`src/rtl/hazard_ctrl_pkg.sv`:
```
// Shared types and default sizing for the pipeline hazard controller.
// Pure declarations: no logic, no latency, no flow control.
package hazard_ctrl_pkg;

    localparam int HZ_REG_W      = 5;
    localparam int HZ_MD_TIMEOUT = 64;
    localparam int HZ_CNT_W      = 7;

    typedef enum logic {
        ST_RUN     = 1'b0,
        ST_MD_BUSY = 1'b1
    } hz_state_e;

endpackage

```
`src/rtl/hazard_ctrl_if.sv`:
```
// Pipeline <-> hazard controller signal bundle; slave is the controller side.
// Outputs are combinational from state and inputs, so no handshake latency here.
interface hazard_ctrl_if #(
    parameter int REG_W = 5,
    parameter int CNT_W = 7
);
    logic [REG_W-1:0] IFID_rs_i;
    logic [REG_W-1:0] IFID_rt_i;
    logic [REG_W-1:0] IDEX_rt_i;
    logic             IDEX_memread_i;
    logic             IDEX_muldiv_i;
    logic             jump_i;
    logic             branch_taken_i;
    logic             muldiv_done_i;

    logic             pc_write_o;
    logic             IFID_stall_o;
    logic             IDEX_stall_o;
    logic             IFID_flush_o;
    logic             IDEX_flush_o;
    logic             EXMEM_flush_o;
    logic             muldiv_go_o;
    logic             muldiv_abort_o;
    logic             err_o;
    logic             state_o;
    logic [CNT_W-1:0] stall_cnt_o;

    modport slave (
        input  IFID_rs_i, IFID_rt_i, IDEX_rt_i, IDEX_memread_i, IDEX_muldiv_i,
               jump_i, branch_taken_i, muldiv_done_i,
        output pc_write_o, IFID_stall_o, IDEX_stall_o, IFID_flush_o, IDEX_flush_o,
               EXMEM_flush_o, muldiv_go_o, muldiv_abort_o, err_o, state_o, stall_cnt_o
    );

    modport master (
        output IFID_rs_i, IFID_rt_i, IDEX_rt_i, IDEX_memread_i, IDEX_muldiv_i,
               jump_i, branch_taken_i, muldiv_done_i,
        input  pc_write_o, IFID_stall_o, IDEX_stall_o, IFID_flush_o, IDEX_flush_o,
               EXMEM_flush_o, muldiv_go_o, muldiv_abort_o, err_o, state_o, stall_cnt_o
    );
endinterface

```
`src/rtl/hazard_ldu_cmp.sv`:
```
// Load-use detector: load in EX writing a non-zero register read by the ID instruction.
// Purely combinational, zero latency, no backpressure.
module hazard_ldu_cmp
    import hazard_ctrl_pkg::*;
#(
    parameter int REG_W = HZ_REG_W
) (
    input  logic             memread_i,
    input  logic [REG_W-1:0] ex_rt_i,
    input  logic [REG_W-1:0] id_rs_i,
    input  logic [REG_W-1:0] id_rt_i,
    output logic             hazard_o
);

    assign hazard_o = memread_i && (ex_rt_i != '0) &&
                      ((ex_rt_i == id_rs_i) || (ex_rt_i == id_rt_i));

endmodule

```
`src/rtl/hazard_ctrl.sv`:
```
// Central stall/flush controller: load-use, branch/jump squash, mul/div occupancy with watchdog.
// Controls are same-cycle (Mealy); MD_BUSY holds the front end until done or timeout.
module hazard_ctrl
    import hazard_ctrl_pkg::*;
#(
    parameter int REG_W      = HZ_REG_W,
    parameter int MD_TIMEOUT = HZ_MD_TIMEOUT,
    parameter int CNT_W      = HZ_CNT_W
) (
    input  logic          clk_i,
    input  logic          rst_i,
    hazard_ctrl_if.slave  hz
);

    localparam logic [CNT_W-1:0] TMO_CNT = CNT_W'(MD_TIMEOUT);
    localparam logic [CNT_W-1:0] CNT_ONE = CNT_W'(1);

    hz_state_e        state_q, state_d;
    logic [CNT_W-1:0] cnt_q, cnt_d;
    logic             err_q, err_d;
    logic             ldu_hz;
    logic             tmo_hit;

    logic pc_write, ifid_stall, idex_stall, ifid_flush, idex_flush, exmem_flush;
    logic md_go, md_abort;

    hazard_ldu_cmp #(.REG_W(REG_W)) u_ldu_cmp (
        .memread_i (hz.IDEX_memread_i),
        .ex_rt_i   (hz.IDEX_rt_i),
        .id_rs_i   (hz.IFID_rs_i),
        .id_rt_i   (hz.IFID_rt_i),
        .hazard_o  (ldu_hz)
    );

    assign tmo_hit = (cnt_q == TMO_CNT);

    always_ff @(posedge clk_i or negedge rst_i) begin
        if (!rst_i) begin
            state_q <= ST_RUN;
            cnt_q   <= '0;
            err_q   <= 1'b0;
        end else begin
            state_q <= state_d;
            cnt_q   <= cnt_d;
            err_q   <= err_d;
        end
    end

    // A taken branch outranks a mul/div in EX: the mul/div is squashed, never started.
    always_comb begin
        state_d = state_q;
        cnt_d   = cnt_q;
        err_d   = err_q;
        case (state_q)
            ST_RUN: begin
                if (!hz.branch_taken_i && hz.IDEX_muldiv_i) begin
                    state_d = ST_MD_BUSY;
                    cnt_d   = CNT_ONE;
                end
            end
            ST_MD_BUSY: begin
                if (hz.muldiv_done_i) begin
                    state_d = ST_RUN;
                    cnt_d   = '0;
                end else if (tmo_hit) begin
                    state_d = ST_RUN;
                    cnt_d   = '0;
                    err_d   = 1'b1;
                end else begin
                    cnt_d = cnt_q + CNT_ONE;
                end
            end
            default: begin
                state_d = ST_RUN;
                cnt_d   = '0;
            end
        endcase
    end

    always_comb begin
        pc_write    = 1'b1;
        ifid_stall  = 1'b0;
        idex_stall  = 1'b0;
        ifid_flush  = 1'b0;
        idex_flush  = 1'b0;
        exmem_flush = 1'b0;
        md_go       = 1'b0;
        md_abort    = 1'b0;
        if (!rst_i) begin
            pc_write = 1'b0;
        end else if (state_q == ST_RUN) begin
            if (hz.branch_taken_i) begin
                ifid_flush  = 1'b1;
                idex_flush  = 1'b1;
                exmem_flush = 1'b1;
            end else if (hz.IDEX_muldiv_i) begin
                md_go       = 1'b1;
                pc_write    = 1'b0;
                ifid_stall  = 1'b1;
                idex_stall  = 1'b1;
                exmem_flush = 1'b1;
            end else if (ldu_hz) begin
                pc_write    = 1'b0;
                ifid_stall  = 1'b1;
                idex_flush  = 1'b1;
            end else if (hz.jump_i) begin
                ifid_flush  = 1'b1;
            end
        end else begin
            // Done releases everything so the result advances into EX/MEM this edge.
            if (hz.muldiv_done_i) begin
                pc_write    = 1'b1;
            end else if (tmo_hit) begin
                md_abort    = 1'b1;
                idex_flush  = 1'b1;
                ifid_stall  = 1'b1;
                pc_write    = 1'b0;
            end else begin
                pc_write    = 1'b0;
                ifid_stall  = 1'b1;
                idex_stall  = 1'b1;
                exmem_flush = 1'b1;
            end
        end
    end

    assign hz.pc_write_o     = pc_write;
    assign hz.IFID_stall_o   = ifid_stall;
    assign hz.IDEX_stall_o   = idex_stall;
    assign hz.IFID_flush_o   = ifid_flush;
    assign hz.IDEX_flush_o   = idex_flush;
    assign hz.EXMEM_flush_o  = exmem_flush;
    assign hz.muldiv_go_o    = md_go;
    assign hz.muldiv_abort_o = md_abort;
    assign hz.err_o          = err_q;
    assign hz.state_o        = state_q;
    assign hz.stall_cnt_o    = cnt_q;

endmodule
```
`src/flat_wrapper.sv`:
```
// flat-port wrapper written by rule: the top's interface ports become plain ports
module hazard_ctrl_flat import hazard_ctrl_pkg::*;
#(
    parameter int REG_W      = HZ_REG_W,
    parameter int MD_TIMEOUT = HZ_MD_TIMEOUT,
    parameter int CNT_W      = HZ_CNT_W
)
  (clk_i, rst_i, hz_IFID_rs_i, hz_IFID_rt_i, hz_IDEX_rt_i, hz_IDEX_memread_i, hz_IDEX_muldiv_i, hz_jump_i, hz_branch_taken_i, hz_muldiv_done_i, hz_pc_write_o, hz_IFID_stall_o, hz_IDEX_stall_o, hz_IFID_flush_o, hz_IDEX_flush_o, hz_EXMEM_flush_o, hz_muldiv_go_o, hz_muldiv_abort_o, hz_err_o, hz_state_o, hz_stall_cnt_o);
  hazard_ctrl_if #(.REG_W(REG_W), .CNT_W(CNT_W)) hz_i ();
  input  logic clk_i;
  input  logic rst_i;
  input wire logic [$bits(hz_i.IFID_rs_i)-1:0] hz_IFID_rs_i;
  input wire logic [$bits(hz_i.IFID_rt_i)-1:0] hz_IFID_rt_i;
  input wire logic [$bits(hz_i.IDEX_rt_i)-1:0] hz_IDEX_rt_i;
  input wire logic [$bits(hz_i.IDEX_memread_i)-1:0] hz_IDEX_memread_i;
  input wire logic [$bits(hz_i.IDEX_muldiv_i)-1:0] hz_IDEX_muldiv_i;
  input wire logic [$bits(hz_i.jump_i)-1:0] hz_jump_i;
  input wire logic [$bits(hz_i.branch_taken_i)-1:0] hz_branch_taken_i;
  input wire logic [$bits(hz_i.muldiv_done_i)-1:0] hz_muldiv_done_i;
  output wire logic [$bits(hz_i.pc_write_o)-1:0] hz_pc_write_o;
  output wire logic [$bits(hz_i.IFID_stall_o)-1:0] hz_IFID_stall_o;
  output wire logic [$bits(hz_i.IDEX_stall_o)-1:0] hz_IDEX_stall_o;
  output wire logic [$bits(hz_i.IFID_flush_o)-1:0] hz_IFID_flush_o;
  output wire logic [$bits(hz_i.IDEX_flush_o)-1:0] hz_IDEX_flush_o;
  output wire logic [$bits(hz_i.EXMEM_flush_o)-1:0] hz_EXMEM_flush_o;
  output wire logic [$bits(hz_i.muldiv_go_o)-1:0] hz_muldiv_go_o;
  output wire logic [$bits(hz_i.muldiv_abort_o)-1:0] hz_muldiv_abort_o;
  output wire logic [$bits(hz_i.err_o)-1:0] hz_err_o;
  output wire logic [$bits(hz_i.state_o)-1:0] hz_state_o;
  output wire logic [$bits(hz_i.stall_cnt_o)-1:0] hz_stall_cnt_o;
  assign hz_i.IFID_rs_i = hz_IFID_rs_i;
  assign hz_i.IFID_rt_i = hz_IFID_rt_i;
  assign hz_i.IDEX_rt_i = hz_IDEX_rt_i;
  assign hz_i.IDEX_memread_i = hz_IDEX_memread_i;
  assign hz_i.IDEX_muldiv_i = hz_IDEX_muldiv_i;
  assign hz_i.jump_i = hz_jump_i;
  assign hz_i.branch_taken_i = hz_branch_taken_i;
  assign hz_i.muldiv_done_i = hz_muldiv_done_i;
  assign hz_pc_write_o = hz_i.pc_write_o;
  assign hz_IFID_stall_o = hz_i.IFID_stall_o;
  assign hz_IDEX_stall_o = hz_i.IDEX_stall_o;
  assign hz_IFID_flush_o = hz_i.IFID_flush_o;
  assign hz_IDEX_flush_o = hz_i.IDEX_flush_o;
  assign hz_EXMEM_flush_o = hz_i.EXMEM_flush_o;
  assign hz_muldiv_go_o = hz_i.muldiv_go_o;
  assign hz_muldiv_abort_o = hz_i.muldiv_abort_o;
  assign hz_err_o = hz_i.err_o;
  assign hz_state_o = hz_i.state_o;
  assign hz_stall_cnt_o = hz_i.stall_cnt_o;
  hazard_ctrl #(.REG_W(REG_W), .MD_TIMEOUT(MD_TIMEOUT), .CNT_W(CNT_W)) u_core (.clk_i(clk_i), .rst_i(rst_i), .hz(hz_i));
endmodule
```
`config.mk`:
```
export PLATFORM = sky130hd
export DESIGN_NAME = hazard_ctrl_flat
export DESIGN_NICKNAME = d
export VERILOG_FILES = /design/src/rtl/hazard_ctrl_pkg.sv /design/src/rtl/hazard_ctrl_if.sv /design/src/rtl/hazard_ldu_cmp.sv /design/src/rtl/hazard_ctrl.sv /design/src/flat_wrapper.sv
export SDC_FILE = /design/constraint.sdc
export NUM_CORES = 1
export LEC_CHECK = 0
export ABC_AREA = 0
export CELL_PAD_IN_SITES_DETAIL_PLACEMENT = 1
export CELL_PAD_IN_SITES_GLOBAL_PLACEMENT = 1
export CORE_MARGIN = 5
export CORE_UTILIZATION = 44
export DETAILED_ROUTE_END_ITERATION = 16
export DONT_BUFFER_PORTS = 1
export PLACE_DENSITY = 0.78
export SETUP_SLACK_MARGIN = 0.3
export SYNTH_ARGS = -nofsm -noshare
export SYNTH_HDL_FRONTEND = slang
export SYNTH_SLANG_ARGS = --single-unit
```
`constraint.sdc`:
```
create_clock -name clk_i -period 3.9 [get_ports clk_i]
set_input_delay 0.78 -clock clk_i [delete_from_list [all_inputs] [get_ports clk_i]]
set_output_delay 0.78 -clock clk_i [all_outputs]
set_load 0.03 [all_outputs]
```
==> flow_summary.toml <==
[sta]
setup_viol = 0
relSlewSlack = 0.677
min_period_over_period = 0.728
min_period_ps = 2840
finalMaxSlewViolations = 0
final.setup.worst_slack_ps = 1060
rsz0062_at_grt = "false"
finalSetupTns_ps = 0
hold_viol = 0
fin_skew_ps = 6.92
timing_worst_slew_pin_value_ps = 485
max_freq_ghz = 0.352

[die]
fp.dieH_um = 49.9
die_x_um = 49.9
start_util = 0.465
rows = 14
ios = 39
core-area_um2 = 1510
fp.dieArea_um2 = 2490

[synth]
synthArstFlopShare = 1.00
synthCells = 88
synth_top_cell_by_area = "dfrtp_1"
yosys-top-cells-area = "dfrtp_1 32%, xnor2_1 14%, o21ai_0 7.9%"
synthFlopType = "dfrtp_1"
yosysSeqAreaShare = 0.321
synthTopCellsByCount = "11 x o21ai_0, 11 x xnor2_1, 10 x nand2_1"
synthesis.area_um2 = 701
ys_ff_latch = 9
synthDistinctLibCells = 23
netlist.area_leader.share = 0.321
synth_edf_count = 0
synth_warnings = 0
synth_fp_nets = 112
synth.avg_cell_area_um2 = 7.96

[place]
hpwlAfterDp_um = 1510
place_congestion = 0.759
dpl.cell_count = 102
pre_cts_ws_ps = 1060
portBuffers = 0

[global_route]
grt_first_pass_wirelength_um = 3150
grt_remaining_overflow = 0
grt_max_degree = 21
grt_pass1_vias = 691
grt_usage = 0.166
antenna_found_initial = 0

[detailed_routing]
antenna_left = 0
drcViolationCount = 0
drt_first_pass_iters = 4
vias_per_cell = 6.37
drt_iter0_drc = 9
wirelength_um = 1970
vias = 675
wl_per_cell_um = 18.6

[finish]
drive_gt1_frac = 0.0667
seq_area_um2 = 225
instances_no_fill = 106
diodes = 0
syn_to_final_growth_pct = 5.54
fillCellCount = 195
nNetsFinal = 115
multi_input_area_um2 = 453

[hold_path]
hold_path.class = "primary input to async pin"

[critical_path]
path_buf_inv = 0
slowest_stage = "or4_1"
r2r_start = "u_core.hz.state_o$_DFF_PN0_"
crit_path_end_kind = "primary output"
cp-start-kind = "primary input"
path_cells = "or4_1, o21a_1, a21oi_2, a41o_1"
required_ps = 3120
critPathKind = "primary input to primary output"
slowest_delay_ps = 520
r2r_slack_ps = 2130
rr_endpoint = "u_core.hz.stall_cnt_o[5]$_DFFE_PN0P_"
reg2reg_depth = 5
crit_fanout = 3
critical_path.top_delay_family = "compound AO/OA/AOI/OAI gates"
crit_arrival_ps = 2060

[cts]
clk_path_buf_depth = 2
cts_sinks = 9
cts-root-buf = "clkbuf_4"
cts_tree = "built"
path_clk_slew_ps = 60
clk_latency_ps = 270
postCtsSetupBuffers = 0
numCtsBuffers = 3
htree_levels = 1
cts_resized = 0
cts.hold.buffers_added = 0

[power_and_ir_drop]
p_total_uw = 261
power_per_cell_area_nw_per_um2 = 353
combPwrFrac = 0.244
power.share.switching = 0.376
ir_worst_vdd_v = 0.000295
p_clk_frac = 0.286
p_int_uw = 163
p_leak_uw = 0.000326
switchingPower_uw = 98.1
seqPwrFrac = 0.470

[run]
cap_viol_max_count = 0

[outcome]
outcome = "completed"
==> worst register-to-register path: stages (launching register included) <==
cell and delay (ps):
dfrtp_1 640, nand2b_1 300, a41o_1 400, nor2b_1 150
o21ai_0 100, o31ai_1 100
==> per-layer routing <==
layer / share of wire / up-vias / global-route usage
met1: 0.38 / 318 / 0.174
met4: 0.049 / 0 / 0.118
li1: - / 314 / -
met3: 0.084 / 9 / 0.0663
met2: 0.49 / 34 / 0.267
met5: 0 / - / 0
==> logic make-up (layout without fill, tap and decap cells) <==
group / count (synthesis) / after routing / synth area share
flip-flops: 9 / 9 / 0.321
AND/OR/NAND/NOR: 39 / 39 / 0.279
XOR/XNOR: 11 / 11 / 0.137
adder cells (fa/ha/maj): 2 / 2 / 0.0357
AO/OA/AOI/OAI: 21 / 21 / 0.195
buffers and inverters: 6 / 8 / 0.0321
==> flip-flops by register name, indices dropped and copies added, names as in the netlist <==
register	cells
u_core.hz.err_o	1
u_core.hz.state_o	1
u_core.hz.stall_cnt_o	7
==> worst max-delay path by stage <==
stage	startpoint	end	slack (ps)	depth (start not counted)
5_1_grt	u_core.hz.state_o$_DFF_PN0_	hz_EXMEM_flush_o	900	4
2_1_floorplan	hz_IDEX_rt_i[0]	hz_IFID_flush_o	1130	4
6_report	hz_IDEX_rt_i[0]	hz_IFID_flush_o	1060	4
4_1_cts	hz_IDEX_rt_i[0]	hz_IFID_flush_o	1060	4
3_5_place_dp	hz_IDEX_rt_i[0]	hz_IFID_flush_o	1060	4
3_3_place_gp	hz_IDEX_rt_i[0]	hz_IFID_flush_o	1090	4
==> area by class of cell <==
| type | count | share of cell area |
|---|---|---|
| clock buffers | 4 | 0.0355 |
| inverters | 4 | 0.0203 |
| multi-input cells | 73 | 0.613 |
| flip-flops and latches | 9 | 0.305 |
| well taps | 16 | 0.0271 |
==> stage by stage <==
stage / util / hold WS (ps) / area, um^2
floorplan: - / 484 / 701
global placement: 0.473 / 485 / 713
detailed placement: 0.473 / 485 / 713
CTS: 0.491 / 195 / 739
global route: 0.491 / 184 / 739
finish: 0.491 / 198 / 739
==> power groups by stage <==
stage	combinational (uW)	clock, uW	sequential (uW)
floorplan	55.2	0	122
global placement	61.9	0	125
detailed placement	63.4	0	125
CTS	64.8	76.9	123
global route	73.7	82.3	124
finish	63.7	74.6	123
==> cells in the final DEF (no fill, tap or decap) <==
cell type  instances
o21ai_0           11
clkbuf_1           1
nor2b_1            3
a21oi_1            1
nand2b_1           2
ha_1               2
xnor2_1           11
nand2_1           10
a21oi_2            1
inv_1              4
or2_2              1
o22ai_1            1
and3_1             4
o21a_1             1
nor2_1             8
a41o_1             2
or4_1              1
and2_1             3
nand3_1            4
clkbuf_4           3
o31ai_1            3
dfrtp_1            9
o311a_2            1
nand4_1            3
(Power assumes the default switching activity.)
